File: config.mk
export PLATFORM = sky130hd
export DESIGN_NAME = sb_param_switch_flat
export DESIGN_NICKNAME = d
export VERILOG_FILES = /design/src/rtl/sb_pkg.sv /design/src/rtl/sb_param_switch_if.sv /design/src/rtl/sb_track_mux.sv /design/src/rtl/sb_param_switch.sv /design/src/flat_wrapper.sv
export SDC_FILE = /design/constraint.sdc
export NUM_CORES = 1
export LEC_CHECK = 0
export BUFFER_PORTS_ARGS = -buffer_cell sky130_fd_sc_hd__buf_2
export CAP_MARGIN = 40
export CORE_ASPECT_RATIO = 1.2
export CORE_MARGIN = 5
export CORE_UTILIZATION = 61
export DETAILED_ROUTE_END_ITERATION = 6
export GPL_ROUTABILITY_DRIVEN = 0
export GPL_TIMING_DRIVEN = 0
export PLACE_DENSITY = 0.95
export REMOVE_ABC_BUFFERS = 1
export SYNTH_ARGS = -nofsm -noshare
export SYNTH_HDL_FRONTEND = slang
export SYNTH_SLANG_ARGS = --single-unit
File: constraint.sdc
create_clock -name clk -period 2.8 [get_ports clk]
set_input_delay 0.56 -clock clk [delete_from_list [all_inputs] [get_ports clk]]
set_output_delay 0.56 -clock clk [all_outputs]
set_load 0.1 [all_outputs]
File: src/rtl/sb_pkg.sv
// Shared constants and source-selection arithmetic for the parameterised switch box.
package sb_pkg;

    localparam int CFG_WORD_W = 32;
    localparam int NUM_SIDES  = 4;

    // Select codes: values 0..2 pick the k=1..3 track source, 3.. pick PE outputs.
    localparam int SEL_K1  = 0;
    localparam int SEL_K2  = 1;
    localparam int SEL_K3  = 2;
    localparam int SEL_PE0 = 3;

    typedef struct packed {
        int side;
        int track;
    } sb_src_t;

    // Source for output (s,t) under code k: side (s+k) mod 4, track rotated by that side.
    function automatic sb_src_t sb_src(input int s, input int t, input int k, input int nt);
        sb_src_t r;
        r.side  = (s + k) % NUM_SIDES;
        r.track = (t + r.side + nt - 1) % nt;
        return r;
    endfunction

endpackage

File: src/rtl/sb_param_switch_if.sv
// Configuration bus of the switch box: shadow writes, commit strobe, readback.
interface sb_param_switch_if;

    logic                          cfg_wr_en;
    logic [7:0]                    cfg_addr;
    logic [sb_pkg::CFG_WORD_W-1:0] cfg_wr_data;
    logic                          cfg_commit;
    logic                          cfg_rd_en;
    logic [sb_pkg::CFG_WORD_W-1:0] cfg_rd_data;
    logic                          cfg_rd_valid;
    logic                          cfg_err;

    modport master (
        output cfg_wr_en, cfg_addr, cfg_wr_data, cfg_commit, cfg_rd_en,
        input  cfg_rd_data, cfg_rd_valid, cfg_err
    );

    modport slave (
        input  cfg_wr_en, cfg_addr, cfg_wr_data, cfg_commit, cfg_rd_en,
        output cfg_rd_data, cfg_rd_valid, cfg_err
    );

endinterface

File: src/rtl/sb_track_mux.sv
// One output track: select among three track sources and the PE outputs,
// optionally through an output register.
module sb_track_mux
    import sb_pkg::*;
#(
    parameter int WIDTH  = 1,
    parameter int NUM_PE = 1,
    parameter int SEL_W  = 2
) (
    input  logic                    clk,
    input  logic                    reset,
    input  logic [SEL_W-1:0]        sel_i,
    input  logic                    reg_mode_i,
    input  logic [3*WIDTH-1:0]      trk_i,
    input  logic [NUM_PE*WIDTH-1:0] pe_i,
    output logic [WIDTH-1:0]        out_o
);

    logic [WIDTH-1:0] mux_d;
    logic [WIDTH-1:0] out_q;

    // Source mux; codes past the last PE drive zero.
    always_comb begin
        mux_d = '0;
        for (int k = 0; k < 3; k++)
            if (int'(sel_i) == SEL_K1 + k) mux_d = trk_i[k*WIDTH +: WIDTH];
        for (int p = 0; p < NUM_PE; p++)
            if (int'(sel_i) == SEL_PE0 + p) mux_d = pe_i[p*WIDTH +: WIDTH];
    end

    // Output register captures every cycle so a mode switch sees current data.
    always_ff @(posedge clk) begin
        if (reset) out_q <= '0;
        else       out_q <= mux_d;
    end

    assign out_o = reg_mode_i ? out_q : mux_d;

endmodule

File: src/rtl/sb_param_switch.sv
// Parameterised switch box: 4 sides x NUM_TRACKS tracks, double-buffered
// select/mode configuration with commit and readback.
module sb_param_switch
    import sb_pkg::*;
#(
    parameter int NUM_TRACKS = 4,
    parameter int WIDTH      = 1,
    parameter int NUM_PE     = 1
) (
    input  logic                             clk,
    input  logic                             reset,
    sb_param_switch_if.slave                 cfg,
    input  logic [4*NUM_TRACKS*WIDTH-1:0]    in_wires,
    input  logic [NUM_PE*WIDTH-1:0]          pe_out,
    output logic [4*NUM_TRACKS*WIDTH-1:0]    out_wires
);

    localparam int SEL_W         = $clog2(3 + NUM_PE);
    localparam int FPW           = CFG_WORD_W / SEL_W;
    localparam int NUM_OUT       = NUM_SIDES * NUM_TRACKS;
    localparam int NUM_SEL_WORDS = (NUM_OUT + FPW - 1) / FPW;
    localparam int MASK_ADDR     = NUM_SEL_WORDS;
    localparam int NUM_WORDS     = MASK_ADDR + 1;

    if (NUM_OUT > CFG_WORD_W) begin : g_bad_cfg
        $error("sb_param_switch: NUM_OUT above 32 has no room in the mode mask word");
    end

    logic [NUM_WORDS-1:0][CFG_WORD_W-1:0] shadow_q;
    logic [NUM_WORDS-1:0][CFG_WORD_W-1:0] active_q;
    logic [CFG_WORD_W-1:0]                rd_data_q, rd_data_d;
    logic                                 rd_valid_q;
    logic                                 err_q;
    logic                                 addr_oor;

    assign addr_oor = cfg.cfg_addr > 8'(MASK_ADDR);

    // Readback word from the active bank; out-of-range addresses read zero.
    always_comb begin
        rd_data_d = '0;
        for (int w = 0; w < NUM_WORDS; w++)
            if (cfg.cfg_addr == 8'(w)) rd_data_d = active_q[w];
    end

    // Config state: commit copies the pre-write shadow, so a same-cycle
    // write stays pending for the next commit.
    always_ff @(posedge clk) begin
        if (reset) begin
            shadow_q   <= '0;
            active_q   <= '0;
            rd_data_q  <= '0;
            rd_valid_q <= 1'b0;
            err_q      <= 1'b0;
        end else begin
            for (int w = 0; w < NUM_WORDS; w++)
                if (cfg.cfg_wr_en && cfg.cfg_addr == 8'(w)) shadow_q[w] <= cfg.cfg_wr_data;
            if (cfg.cfg_commit) active_q <= shadow_q;
            rd_valid_q <= cfg.cfg_rd_en;
            if (cfg.cfg_rd_en) rd_data_q <= rd_data_d;
            if ((cfg.cfg_wr_en || cfg.cfg_rd_en) && addr_oor) err_q <= 1'b1;
        end
    end

    assign cfg.cfg_rd_data  = rd_data_q;
    assign cfg.cfg_rd_valid = rd_valid_q;
    assign cfg.cfg_err      = err_q;

    for (genvar o = 0; o < NUM_OUT; o++) begin : g_out
        localparam int S = o / NUM_TRACKS;
        localparam int T = o % NUM_TRACKS;
        logic [3*WIDTH-1:0] trk;

        for (genvar k = 1; k <= 3; k++) begin : g_src
            localparam sb_src_t SRC = sb_src(S, T, k, NUM_TRACKS);
            localparam int      IDX = SRC.side * NUM_TRACKS + SRC.track;
            assign trk[(k-1)*WIDTH +: WIDTH] = in_wires[IDX*WIDTH +: WIDTH];
        end

        sb_track_mux #(
            .WIDTH  (WIDTH),
            .NUM_PE (NUM_PE),
            .SEL_W  (SEL_W)
        ) u_mux (
            .clk        (clk),
            .reset      (reset),
            .sel_i      (active_q[o/FPW][(o%FPW)*SEL_W +: SEL_W]),
            .reg_mode_i (active_q[MASK_ADDR][o]),
            .trk_i      (trk),
            .pe_i       (pe_out),
            .out_o      (out_wires[o*WIDTH +: WIDTH])
        );
    end

endmodule

File: src/flat_wrapper.sv
// flat-port wrapper written by rule: the top's interface ports become plain ports
module sb_param_switch_flat import sb_pkg::*;
#(
    parameter int NUM_TRACKS = 4,
    parameter int WIDTH      = 1,
    parameter int NUM_PE     = 1
)
  (clk, reset, in_wires, pe_out, out_wires, cfg_cfg_wr_en, cfg_cfg_addr, cfg_cfg_wr_data, cfg_cfg_commit, cfg_cfg_rd_en, cfg_cfg_rd_data, cfg_cfg_rd_valid, cfg_cfg_err);
  sb_param_switch_if cfg_i ();
  input  logic clk;
  input  logic reset;
  input  logic [4*NUM_TRACKS*WIDTH-1:0] in_wires;
  input  logic [NUM_PE*WIDTH-1:0] pe_out;
  output logic [4*NUM_TRACKS*WIDTH-1:0] out_wires;
  input wire logic [$bits(cfg_i.cfg_wr_en)-1:0] cfg_cfg_wr_en;
  input wire logic [$bits(cfg_i.cfg_addr)-1:0] cfg_cfg_addr;
  input wire logic [$bits(cfg_i.cfg_wr_data)-1:0] cfg_cfg_wr_data;
  input wire logic [$bits(cfg_i.cfg_commit)-1:0] cfg_cfg_commit;
  input wire logic [$bits(cfg_i.cfg_rd_en)-1:0] cfg_cfg_rd_en;
  output wire logic [$bits(cfg_i.cfg_rd_data)-1:0] cfg_cfg_rd_data;
  output wire logic [$bits(cfg_i.cfg_rd_valid)-1:0] cfg_cfg_rd_valid;
  output wire logic [$bits(cfg_i.cfg_err)-1:0] cfg_cfg_err;
  assign cfg_i.cfg_wr_en = cfg_cfg_wr_en;
  assign cfg_i.cfg_addr = cfg_cfg_addr;
  assign cfg_i.cfg_wr_data = cfg_cfg_wr_data;
  assign cfg_i.cfg_commit = cfg_cfg_commit;
  assign cfg_i.cfg_rd_en = cfg_cfg_rd_en;
  assign cfg_cfg_rd_data = cfg_i.cfg_rd_data;
  assign cfg_cfg_rd_valid = cfg_i.cfg_rd_valid;
  assign cfg_cfg_err = cfg_i.cfg_err;
  sb_param_switch #(.NUM_TRACKS(NUM_TRACKS), .WIDTH(WIDTH), .NUM_PE(NUM_PE)) u_core (.clk(clk), .reset(reset), .cfg(cfg_i), .in_wires(in_wires), .pe_out(pe_out), .out_wires(out_wires));
endmodule
# After elaboration in Yosys (flattened, before gate mapping)
# Index checks and enable logic that the tools add are counted.
# Widths: inputs -> output; s select.
# totals
regBits	178
inputBits	62
wordCells	176
# op_classes
magnitude_cmp	1
eq_ne	49
mux	82
n_reduce_logical	21
# op_table
operator	count
$mux 1	80
$eq 2x2->1 const B	32
$mux 32	2
$eq 2x1->1 const B	16
$logic_not 2->1	16
$eq 8x1->1 const B	1
$gt 8x1->1 const B	1
$logic_not 8->1	1
$logic_and 1x1->1	3
$logic_or 1x1->1	1

# Depth between registers and ports, before layout
# Gate-level depths: netlist (run 1).
# depth
depth_word	6
mapped_depth	5
depth_no_buf	3

# By module
# A second synthesis (run 1) with hierarchy kept.
# unflattened
cells_unflattened	701
hier_area_um2	7537.2
# modules_own_cells
mod	area_per_inst_um2	cells_per_inst	instances	seq_area_each_um2
sb_param_switch	6576.3	637	1	3243.1
sb_track_mux	60.1	4	16	20.0

# Least setup slack after synthesis (run 1)
# No wires, ideal clock.
# synth_timing
path_type	input to output
start	input pe_out
end	output out_wires[0]
slack_ns	0.574
cell_stages	4
arrival_ns	1.666
cell_sequence	clkbuf_1 mux4_2 mux2_2 buf_4
# synth_between
elab_chain_len	2
# synth_lines
item	line	source
start: declaration	flat_wrapper.sv:13	input logic [NUM_PE*WIDTH-1:0] pe_out;
$mux 1	sb_track_mux.sv:28	if (int'(sel_i) == SEL_PE0 + p) mux_d = pe_i[p*WIDTH +: WIDTH];
$mux 1	sb_track_mux.sv:37	assign out_o = reg_mode_i ? out_q : mux_d;
end: declaration	flat_wrapper.sv:14	output logic [4*NUM_TRACKS*WIDTH-1:0] out_wires;
# No other way between the ends.

# Worst setup path after layout (run 1)
# layout_timing
start	register u_core.active_q[20] (netlist bit)
end	output out_wires[10]
# layout_between
elab_chain_len	6
elab_cells_between_ends	9
# layout_lines
item	line	source
start: declaration	sb_param_switch.sv:30	logic [NUM_WORDS-1:0][CFG_WORD_W-1:0] active_q;
start signal: assignment	sb_param_switch.sv:57	if (cfg.cfg_commit) active_q <= shadow_q;
$logic_not 2->1	sb_track_mux.sv:26	if (int'(sel_i) == SEL_K1 + k) mux_d = trk_i[k*WIDTH +: WIDTH];
$mux 1 (3 in a row)	sb_track_mux.sv:26	
$mux 1 *	sb_track_mux.sv:28	
$mux 1 *	sb_track_mux.sv:37	
# Every way passes the cells marked *; elsewhere a longest branch is shown, timed or not.

==> results of run 1 <==
[where the power goes]
part | switching (uW) | internal [uW] | total (uW)
Clock | 943 | 1570 | 2510
Combinational | 273 | 152 | 425
Sequential | 5.22 | 2550 | 2550
[cell families after synthesis]
group                  after synthesis  share of synthesized area
AND/OR/NAND/NOR                    245                      0.182
multiplexers                       192                      0.284
flip-flops                         178                      0.463
buffers and inverters               72                     0.0477
AO/OA/AOI/OAI                       34                     0.0226
[through the flow]
step | setup slack (ps) | hold slack [ps] | cells | util
finish | 290 | 425 | 967 | 0.716
global route | 210 | 434 | 967 | 0.716
CTS | 271 | 414 | 967 | 0.716
detailed placement | 19.8 | 457 | 935 | 0.665
global placement | -2370 | 432 | 925 | 0.647
floorplan | -486 | 448 | 650 | -
[routing by layer]
layer | vias up | share of wire
met1 | 2705 | 0.41
met2 | 150 | 0.53
met4 | 0 | 0.015
li1 | 2600 | -
met5 | - | 0
met3 | 22 | 0.041
[worst max path at each step]
stage | from | endpoint | cells past startpoint | slack (ps)
floorplan | cfg_cfg_addr[1] | u_core.shadow_q[32]$_SDFFE_PP0P_ | 3 | -490
global placement | cfg_cfg_addr[2] | u_core.shadow_q[30]$_SDFFE_PP0P_ | 4 | -2370
detailed placement | cfg_cfg_addr[6] | u_core.shadow_q[54]$_SDFFE_PP0P_ | 6 | 20
CTS | u_core.active_q[20]$_SDFFE_PP0P_ | out_wires[10] | 3 | 270
global route | u_core.active_q[4]$_SDFFE_PP0P_ | out_wires[2] | 3 | 210
finish | u_core.active_q[20]$_SDFFE_PP0P_ | out_wires[10] | 3 | 290
[final cells by class]
cell class | instances | area, um^2 | share of cell area
multi-input combinational | 471 | 3770 | 0.422
sequential | 178 | 3560 | 0.398
timing repair buffer | 121 | 771 | 0.0861
clock buffer | 24 | 482 | 0.0538
tap | 164 | 205 | 0.0229
clock inverter | 8 | 150 | 0.0168
inverter | 1 | 3.75 | 0.000419
[registers in the layout, indices dropped and copies added (netlist names)]
signal,cells
u_core.active_q,64
u_core.shadow_q,64
u_core.cfg.cfg_rd_data,32
u_core.g_out.u_mux.out_q,16
u_core.cfg.cfg_err,1
u_core.cfg.cfg_rd_valid,1
[worst max-delay path, delay by kind of cell, from the launching register on]
family,cells,cell delay (ps)
buffers and inverters,1,290
DFF,1,390
muxes,2,860
[synth_stat cells]
library cell  number
inv_1              1
nand2b_1         128
nor2b_1           17
o2bb2ai_1          1
a21oi_1           33
mux4_2            16
buf_6              3
buf_2             11
nand4b_2           1
mux2_2            48
mux2i_1          128
clkbuf_1          39
buf_4             16
buf_1              2
dfxtp_1          178
nor2_1            64
and4_1             1
nor3_2             1
nor4_4             1
nand4_1           32
==> results_dict.tcl, run 1 <==
set metrics [dict create \
    whs_endpoint "u_core.shadow_q[28]$_SDFFE_PP0P_" \
    grt_pass1_wl_mm 28.6 \
    drc_errors 0 \
    ir_worst_vdd_uv 347 \
    hpwl_mm 11.6 \
    clkSinkCount 178 \
    worst_pin_slew_ps 736 \
    syn_avg_cell_area_um2 10.7 \
    met3_usage 0.0494 \
    clock_path_buffers 2 \
    setup_tns_ps 0 \
    antenna_cells 0 \
    grt_use_total 0.236 \
    ant_nets 0 \
    end_kind "output pin" \
    fin_area_um2 8950 \
    portBuffers 111 \
    die_w_um 112 \
    rsz0062_at_grt "no" \
    path_max_fanout 3 \
    initial_utilization 0.615 \
    grt_max_degree 112 \
    route.vias.total 5477 \
    drt-initial-drc-count 297 \
    crit_required_ps 2240 \
    use_met1 0.282 \
    cts_hold_buf 0 \
    routedWlPerCell_um 18.1 \
    grt_antenna_before_repair 0 \
    cts.clk_slew.worst_paths_ps 60 \
    cts-buffers-inserted 17 \
    area_delta_synth_final_pct 16.4 \
    fin_crit_ps 2510 \
    fin_crit_sh 0.897 \
    power_uw 5490 \
    ys_seq_area_frac 0.463 \
    r2r-start "u_core.active_q[4]$_SDFFE_PP0P_" \
    h-tree-depth 4 \
    cp_slowest_stage_delay_ps 570 \
    finalSetupViolations 0 \
    r2r_cells 2 \
    leakage_uw 0.00380 \
    final_common_cell "dfxtp_1" \
    hold_start "cfg_cfg_wr_data[28]" \
    synth.largest_area_cell "dfxtp_1" \
    use_met2 0.421 \
    yosys_warnings 0 \
    arrival_ps 1950 \
    startpoint_type "flop" \
    final_cell_mix "dfxtp_1 (178), nand2b_1 (128), mux2i_1 (128)" \
    outcome "finished clean" \
    synthCells 721 \
    fp.dieH_um 133 \
    die_area_um2 15000 \
    clock_latency_ps 410 \
    post_cts_buffers 0 \
    path_class "reg2out" \
    fp-row-count 45 \
    globalRouteOverflowTotal 0 \
    report.final.slew_viol_count 0 \
    ys_types 20 \
    slew_headroom 0.505 \
    dr.pass1.iters 5 \
    cts_resized 0 \
    place_area_um2 8320 \
    io_pins 112 \
    core-area_um2 12500 \
    cts_root_buf "clkbuf_16" \
    synth-seq-cells 178 \
    power_density_nw_per_um2 613 \
    grt_pass1_vias 5729 \
    drive_gt1_frac 0.270 \
    cts_tree "yes" \
    max_freq_mhz 398 \
    maxCapViolations 0 \
    n_fill_cell 873 \
    r2r_end "u_core.g_out[2].u_mux.out_q$_SDFF_PP0_" \
    fin_nets 852 \
    rrSetupSlack_ps 1570 \
    synth.area.top_cells "dfxtp_1 (46%), mux2i_1 (17%), nand2b_1 (10%), mux2_2 (7.0%), mux4_2 (4.7%)" \
    globalRoute.busiestLayer "met2" \
    synth_top_cell_area_share 0.463 \
    viasPerCell 5.66 \
    worstHoldPathType "in2reg" \
    routed_wl_mm 17.5 \
    path_cells "mux4_2 > mux2_2 > buf_2" \
    finClkSkew_ps 8.19 \
    crit_slowest_cell "mux4_2" \
    hold_depth 3 \
    final-hold-violation-count 0 \
    syn_area_um2 7690 \
]
Power figures use the tool's default switching activity.
==> run 2: changes to the inputs <==
--- a/config.mk
+++ b/config.mk
@@ -5,15 +5,16 @@
 export SDC_FILE = /design/constraint.sdc
 export NUM_CORES = 1
 export LEC_CHECK = 0
-export BUFFER_PORTS_ARGS = -buffer_cell sky130_fd_sc_hd__buf_2
+export BUFFER_PORTS_ARGS = -buffer_cell sky130_fd_sc_hd__buf_4
 export CAP_MARGIN = 40
 export CORE_ASPECT_RATIO = 1.2
 export CORE_MARGIN = 5
-export CORE_UTILIZATION = 61
+export CORE_UTILIZATION = 51
+export CTS_CLUSTER_SIZE = 24
 export DETAILED_ROUTE_END_ITERATION = 6
 export GPL_ROUTABILITY_DRIVEN = 0
 export GPL_TIMING_DRIVEN = 0
-export PLACE_DENSITY = 0.95
+export PLACE_DENSITY = 0.87
 export REMOVE_ABC_BUFFERS = 1
 export SYNTH_ARGS = -nofsm -noshare
 export SYNTH_HDL_FRONTEND = slang
==> constraint.sdc (replaced) <==
create_clock -name clk -period 2.1 [get_ports clk]
set_input_delay 0.42 -clock clk [delete_from_list [all_inputs] [get_ports clk]]
set_output_delay 0.42 -clock clk [all_outputs]
set_load 0.1 [all_outputs]
==> run 2 against run 1 <==
  * The flow now finishes with violations (setup timing)
  * Worst setup slack lost 390 ps
  * Critical path depth unchanged
  * Clock skew grew 7.9 ps
  * Global-route usage fell by 2.9 points
  * Critical path type unchanged
  * Largest cell class unchanged
==> results_dict.tcl, run 2 (same netlist as run 1, synthesis figures left out) <==
set metrics [dict create \
    outcome "finished, violations left" \
    violations "setup timing" \
    clock_path_buffers 2 \
    dr.pass1.iters 4 \
    n_fill_cell 1135 \
    r2r_cells 2 \
    ant_nets 0 \
    cp-endpoint "out_wires[1]" \
    die_area_um2 17600 \
    cts-buffers-inserted 17 \
    finalSetupViolations 16 \
    h-tree-depth 4 \
    finClkSkew_ps 16.1 \
    cts_root_buf "clkbuf_16" \
    rrSetupSlack_ps 930 \
    r2r-start "u_core.active_q[2]$_SDFFE_PP0P_" \
    fp-row-count 49 \
    maxCapViolations 0 \
    route.vias.total 5329 \
    final_cell_mix "dfxtp_1 (162), nand2b_1 (128), mux2i_1 (128)" \
    slew_headroom 0.573 \
    hpwl_mm 11.0 \
    use_met2 0.350 \
    routed_wl_mm 17.5 \
    antenna_cells 0 \
    met3_usage 0.0340 \
    final-hold-violation-count 0 \
    drt-initial-drc-count 328 \
    crit_start "u_core.active_q[2]$_SDFFE_PP0P_" \
    path_class "reg2out" \
    routedWlPerCell_um 17.2 \
    grt_antenna_before_repair 0 \
    final_core_util 0.644 \
    core-area_um2 14900 \
    rsz0062_at_grt "yes" \
    layout.area.seq_um2 3590 \
    multi_input_area_um2 3830 \
    ir_worst_vdd_uv 549 \
    cts_hold_buf 0 \
    initial_utilization 0.516 \
    crit_required_ps 1680 \
    max_freq_mhz 455 \
    grt_pass1_wl_mm 29.1 \
    drive_gt1_frac 0.306 \
    r2r_end "u_core.g_out[1].u_mux.out_q$_SDFF_PP0_" \
    path_max_fanout 3 \
    fin_ws_ps -99.9 \
    setup_tns_ps -1050 \
    grt_use_total 0.207 \
    portBuffers 111 \
    cts_tree "yes" \
    use_met1 0.274 \
    fp.dieH_um 145 \
    globalRoute.busiestLayer "met2" \
    startpoint_type "flop" \
    worst_pin_slew_ps 640 \
    fin_nets 865 \
    end_kind "output pin" \
    cts.clk_slew.worst_paths_ps 70 \
    area_delta_synth_final_pct 24.9 \
    clock_latency_ps 410 \
    drc_errors 0 \
    io_pins 112 \
    fin_crit_sh 1.05 \
    worstHoldPathType "in2reg" \
    fin_crit_ps 2200 \
    viasPerCell 5.23 \
    globalRouteOverflowTotal 0 \
    leakage_uw 0.00405 \
    clkSinkCount 178 \
    arrival_ps 1780 \
    grt_pass1_vias 5562 \
    grt_max_degree 112 \
    hold_depth 3 \
    report.final.slew_viol_count 0 \
    power_density_nw_per_um2 766 \
    die_w_um 122 \
    final_common_cell "dfxtp_1" \
]
run 2: cell count changes in the layout (fill, tap and decap cells not counted), sizes merged:
cell and change:
clkbuf -4, bufinv -1, clkinv +1, buf +13, inv +3
run 2: where the power goes:
group	leakage [uW]	total, uW	internal, uW	switching [uW]
Sequential	0.00145	3400	3390	7.31
Clock	0.000303	3300	1980	1320
Combinational	0.00230	658	287	372
run 2: what timing repair did:
item	4_1_cts	5_1_grt
endpoints found under the setup margin	16	16
gates cloned	0	0
buffers inserted	12	2
endpoints found under the hold margin	0	0
gates resized for setup	81	1
run 2: metrics by stage:
stage          hold slack [ps]  std cells  cell area, um^2  power (uW)  worst slack (ps)
6_report                   295       1019             9600        7360             -99.9
5_1_grt                    305       1019             9600        7610              -145
4_1_cts                    278       1017             9580        7420              -120
3_5_place_dp               448        974             8590        4070              -313
3_3_place_gp               439        965             8410        4050             -3010
2_1_floorplan              448        650             7330        3770             -1050
run 2: final cells by class:
class,count,share of cell area
inverters,1,0.000391
well taps,204,0.0266
clock buffers,20,0.0486
repair buffers,134,0.136
clock inverters,11,0.0158
flip-flops and latches,178,0.374
multi-input cells,471,0.399
run 2: per-layer routing:
| metal | wire (um) | share of wire | up-vias |
|---|---|---|---|
| met3 | 730 | 0.042 | 11 |
| met5 | 0 | 0 | - |
| li1 | - | - | 2627 |
| met1 | 7680 | 0.44 | 2577 |
| met4 | 161 | 0.0092 | 0 |
| met2 | 8930 | 0.51 | 114 |
run 2: how the worst min path moves through the flow:
stage / start / endpoint / slack, ps
final: cfg_cfg_wr_data[21] / u_core.shadow_q[21]$_SDFFE_PP0P_ / 300
after global routing: cfg_cfg_wr_data[12] / u_core.shadow_q[44]$_SDFFE_PP0P_ / 310
after CTS: cfg_cfg_wr_data[21] / u_core.shadow_q[21]$_SDFFE_PP0P_ / 280
after detailed placement: u_core.cfg.cfg_err$_SDFFE_PP0P_ / u_core.cfg.cfg_err$_SDFFE_PP0P_ / 450
after global placement: u_core.cfg.cfg_err$_SDFFE_PP0P_ / u_core.cfg.cfg_err$_SDFFE_PP0P_ / 440
after floorplan: u_core.shadow_q[32]$_SDFFE_PP0P_ / u_core.shadow_q[32]$_SDFFE_PP0P_ / 450
run 2: worst max-delay path: stages, from the launching register on:
cell and delay [ps]:
dfxtp_2 350, mux4_2 550, mux2_4 310, buf_12 170
==> run 3: changes to the inputs <==
--- a/config.mk
+++ b/config.mk
@@ -7,7 +7,6 @@
 export LEC_CHECK = 0
 export BUFFER_PORTS_ARGS = -buffer_cell sky130_fd_sc_hd__buf_4
 export CAP_MARGIN = 40
-export CORE_ASPECT_RATIO = 1.2
 export CORE_MARGIN = 5
 export CORE_UTILIZATION = 51
 export CTS_CLUSTER_SIZE = 24
==> run 3 against run 2 <==
  * The run still ends with setup timing left
  * Critical path depth unchanged
  * Sequential share of layout area about the same
  * Combinational power increased by 1%
  * Die area is essentially flat
  * Clock-buffer cell count rose by 4
  * Fmax hardly changed
  * Flip-flop and latch count stayed put
  * Cell area hardly changed
  * Largest cell class unchanged
==> results_dict.tcl, run 3 (same netlist as run 1, synthesis figures left out) <==
set metrics [dict create \
    ant_nets 0 \
    initial_utilization 0.525 \
    power_density_nw_per_um2 770 \
    place_area_um2 8580 \
    fin_ws_ps -102 \
    slew_headroom 0.524 \
    rsz0062_at_grt "yes" \
    core-area_um2 14600 \
    placed_cells 954 \
    routed_wl_mm 17.5 \
    multi_input_area_um2 3840 \
    dr.pass1.iters 4 \
    crit_start "u_core.active_q[22]$_SDFFE_PP0P_" \
    die_area_um2 17600 \
    routedWlPerCell_um 17.5 \
    cts-buffers-inserted 17 \
    route.vias.total 5415 \
    rrSetupSlack_ps 860 \
    finClkSkew_ps 7.64 \
    clock_latency_ps 430 \
    die_w_um 133 \
    globalRouteOverflowTotal 0 \
    startpoint_type "flop" \
    r2r-start "u_core.active_q[20]$_SDFFE_PP0P_" \
    fin_crit_sh 1.05 \
    ir_worst_vdd_uv 598 \
    p_clk_frac 0.450 \
    r2r_end "u_core.g_out[10].u_mux.out_q$_SDFF_PP0_" \
    p_seq_frac 0.460 \
    report.final.slew_viol_count 0 \
    r2r_cells 3 \
    fin_area_um2 9600 \
    cp_top_family "multiplexers" \
    pwr-share-comb 0.090 \
    worstHoldPathType "in2reg" \
    whs_endpoint "u_core.shadow_q[17]$_SDFFE_PP0P_" \
    internal_power_uw 5780 \
    antenna_cells 0 \
    path_max_fanout 2 \
    cts_tree "yes" \
    viasPerCell 5.42 \
    io_pins 112 \
    fin_nets 868 \
    clkSinkCount 178 \
    grt_max_degree 109 \
    fp-row-count 44 \
    area_delta_synth_final_pct 24.9 \
    grt_pass1_vias 5468 \
    fin_crit_ps 2200 \
    cp_slowest_stage_delay_ps 540 \
    layout.area.seq_um2 3590 \
    drt-initial-drc-count 269 \
    maxCapViolations 0 \
    hold_start "cfg_cfg_wr_data[17]" \
    outcome "finished, violations left" \
    switching_share 0.218 \
    final-hold-violation-count 0 \
    h-tree-depth 4 \
    leakage_uw 0.00407 \
    cts.clk_slew.worst_paths_ps 60 \
    portBuffers 111 \
    cts_root_buf "clkbuf_16" \
    grt_pass1_wl_mm 28.5 \
    end_kind "output pin" \
    crit_required_ps 1680 \
    finalSetupViolations 16 \
    drive_gt1_frac 0.303 \
    final_cell_mix "dfxtp_1 (162), nand2b_1 (128), mux2i_1 (128)" \
    grt_use_total 0.200 \
    arrival_ps 1780 \
    path_buf_inv 1 \
    crit_slowest_cell "mux4_2" \
    max_freq_mhz 454 \
    violations "setup timing" \
    worst_hold_slack_ps 283 \
    power.net_switching_uw 1620 \
    power_uw 7400 \
    layoutNonFillerInstCount 1000 \
    hold_depth 3 \
    worst_pin_slew_ps 711 \
    path_cells "mux4_2 > mux2_4 > buf_12" \
    n_fill_cell 1129 \
    hpwl_mm 11.1 \
    clock_path_buffers 2 \
    drc_errors 0 \
    fp.dieH_um 133 \
    grt_antenna_before_repair 0 \
    final_common_cell "dfxtp_1" \
    path_class "reg2out" \
]
[run 3: changes by cell type in the layout (fill, tap and decap cells not counted), moves of 2 or more]
cell      previous run  this run
buf_6                4         2
inv_6                3         0
buf_8                2         4
buf_4              108       111
clkbuf_1             0         3
clkinv_4             2         0
[run 3: per-layer routing]
metal,global-route usage,wire [um],vias up
met2,0.313,8330,126
met5,0,0,-
met1,0.272,8240,2644
met4,0.0745,202,0
met3,0.0440,758,13
li1,-,-,2632
[run 3: tightest hold or removal path, stage by stage]
cell and delay (ps):
buf_4 80, nand2b_1 60, mux2i_1 110
[run 3: what timing repair did]
item,4_1_cts,5_1_grt
gates resized for setup,82,0
endpoints found under the setup margin,32,16
buffers inserted,14,3
hold buffers,0,0
[run 3: worst max-delay path by stage]
stage,cells past startpoint,slack (ps),endpoint
2_1_floorplan,3,-1050,u_core.shadow_q[32]$_SDFFE_PP0P_
3_5_place_dp,6,-570,u_core.shadow_q[43]$_SDFFE_PP0P_
6_report,3,-100,out_wires[11]
3_3_place_gp,4,-3090,u_core.shadow_q[15]$_SDFFE_PP0P_
4_1_cts,3,-120,out_wires[2]
5_1_grt,3,-150,out_wires[2]
[run 3: area by class of cell]
class | instances | area share
Clock inverter | 5 | 0.0130
Inverter | 1 | 0.000391
Sequential cell | 178 | 0.373
Tap cell | 184 | 0.0240
Multi-Input combinational cell | 471 | 0.399
Timing Repair Buffer | 137 | 0.139
Clock buffer | 24 | 0.0512
[run 3: per-stage QoR]
step                      setup slack [ps]  setup TNS [ps]   util
after CTS                             -121           -1480  0.654
after global routing                  -148           -1960  0.656
after detailed placement              -567          -20240  0.586
final                                 -102           -1200  0.656
after global placement               -3090         -229400  0.573
after floorplan                      -1050          -64380      -
[run 3: power groups by stage]
stage | registers (uW) | clock network, uW | logic [uW]
after floorplan | 3490 | 0 | 279
after global placement | 3480 | 0 | 576
after detailed placement | 3480 | 0 | 600
after CTS | 3400 | 3400 | 663
after global routing | 3400 | 3550 | 696
final | 3400 | 3330 | 665
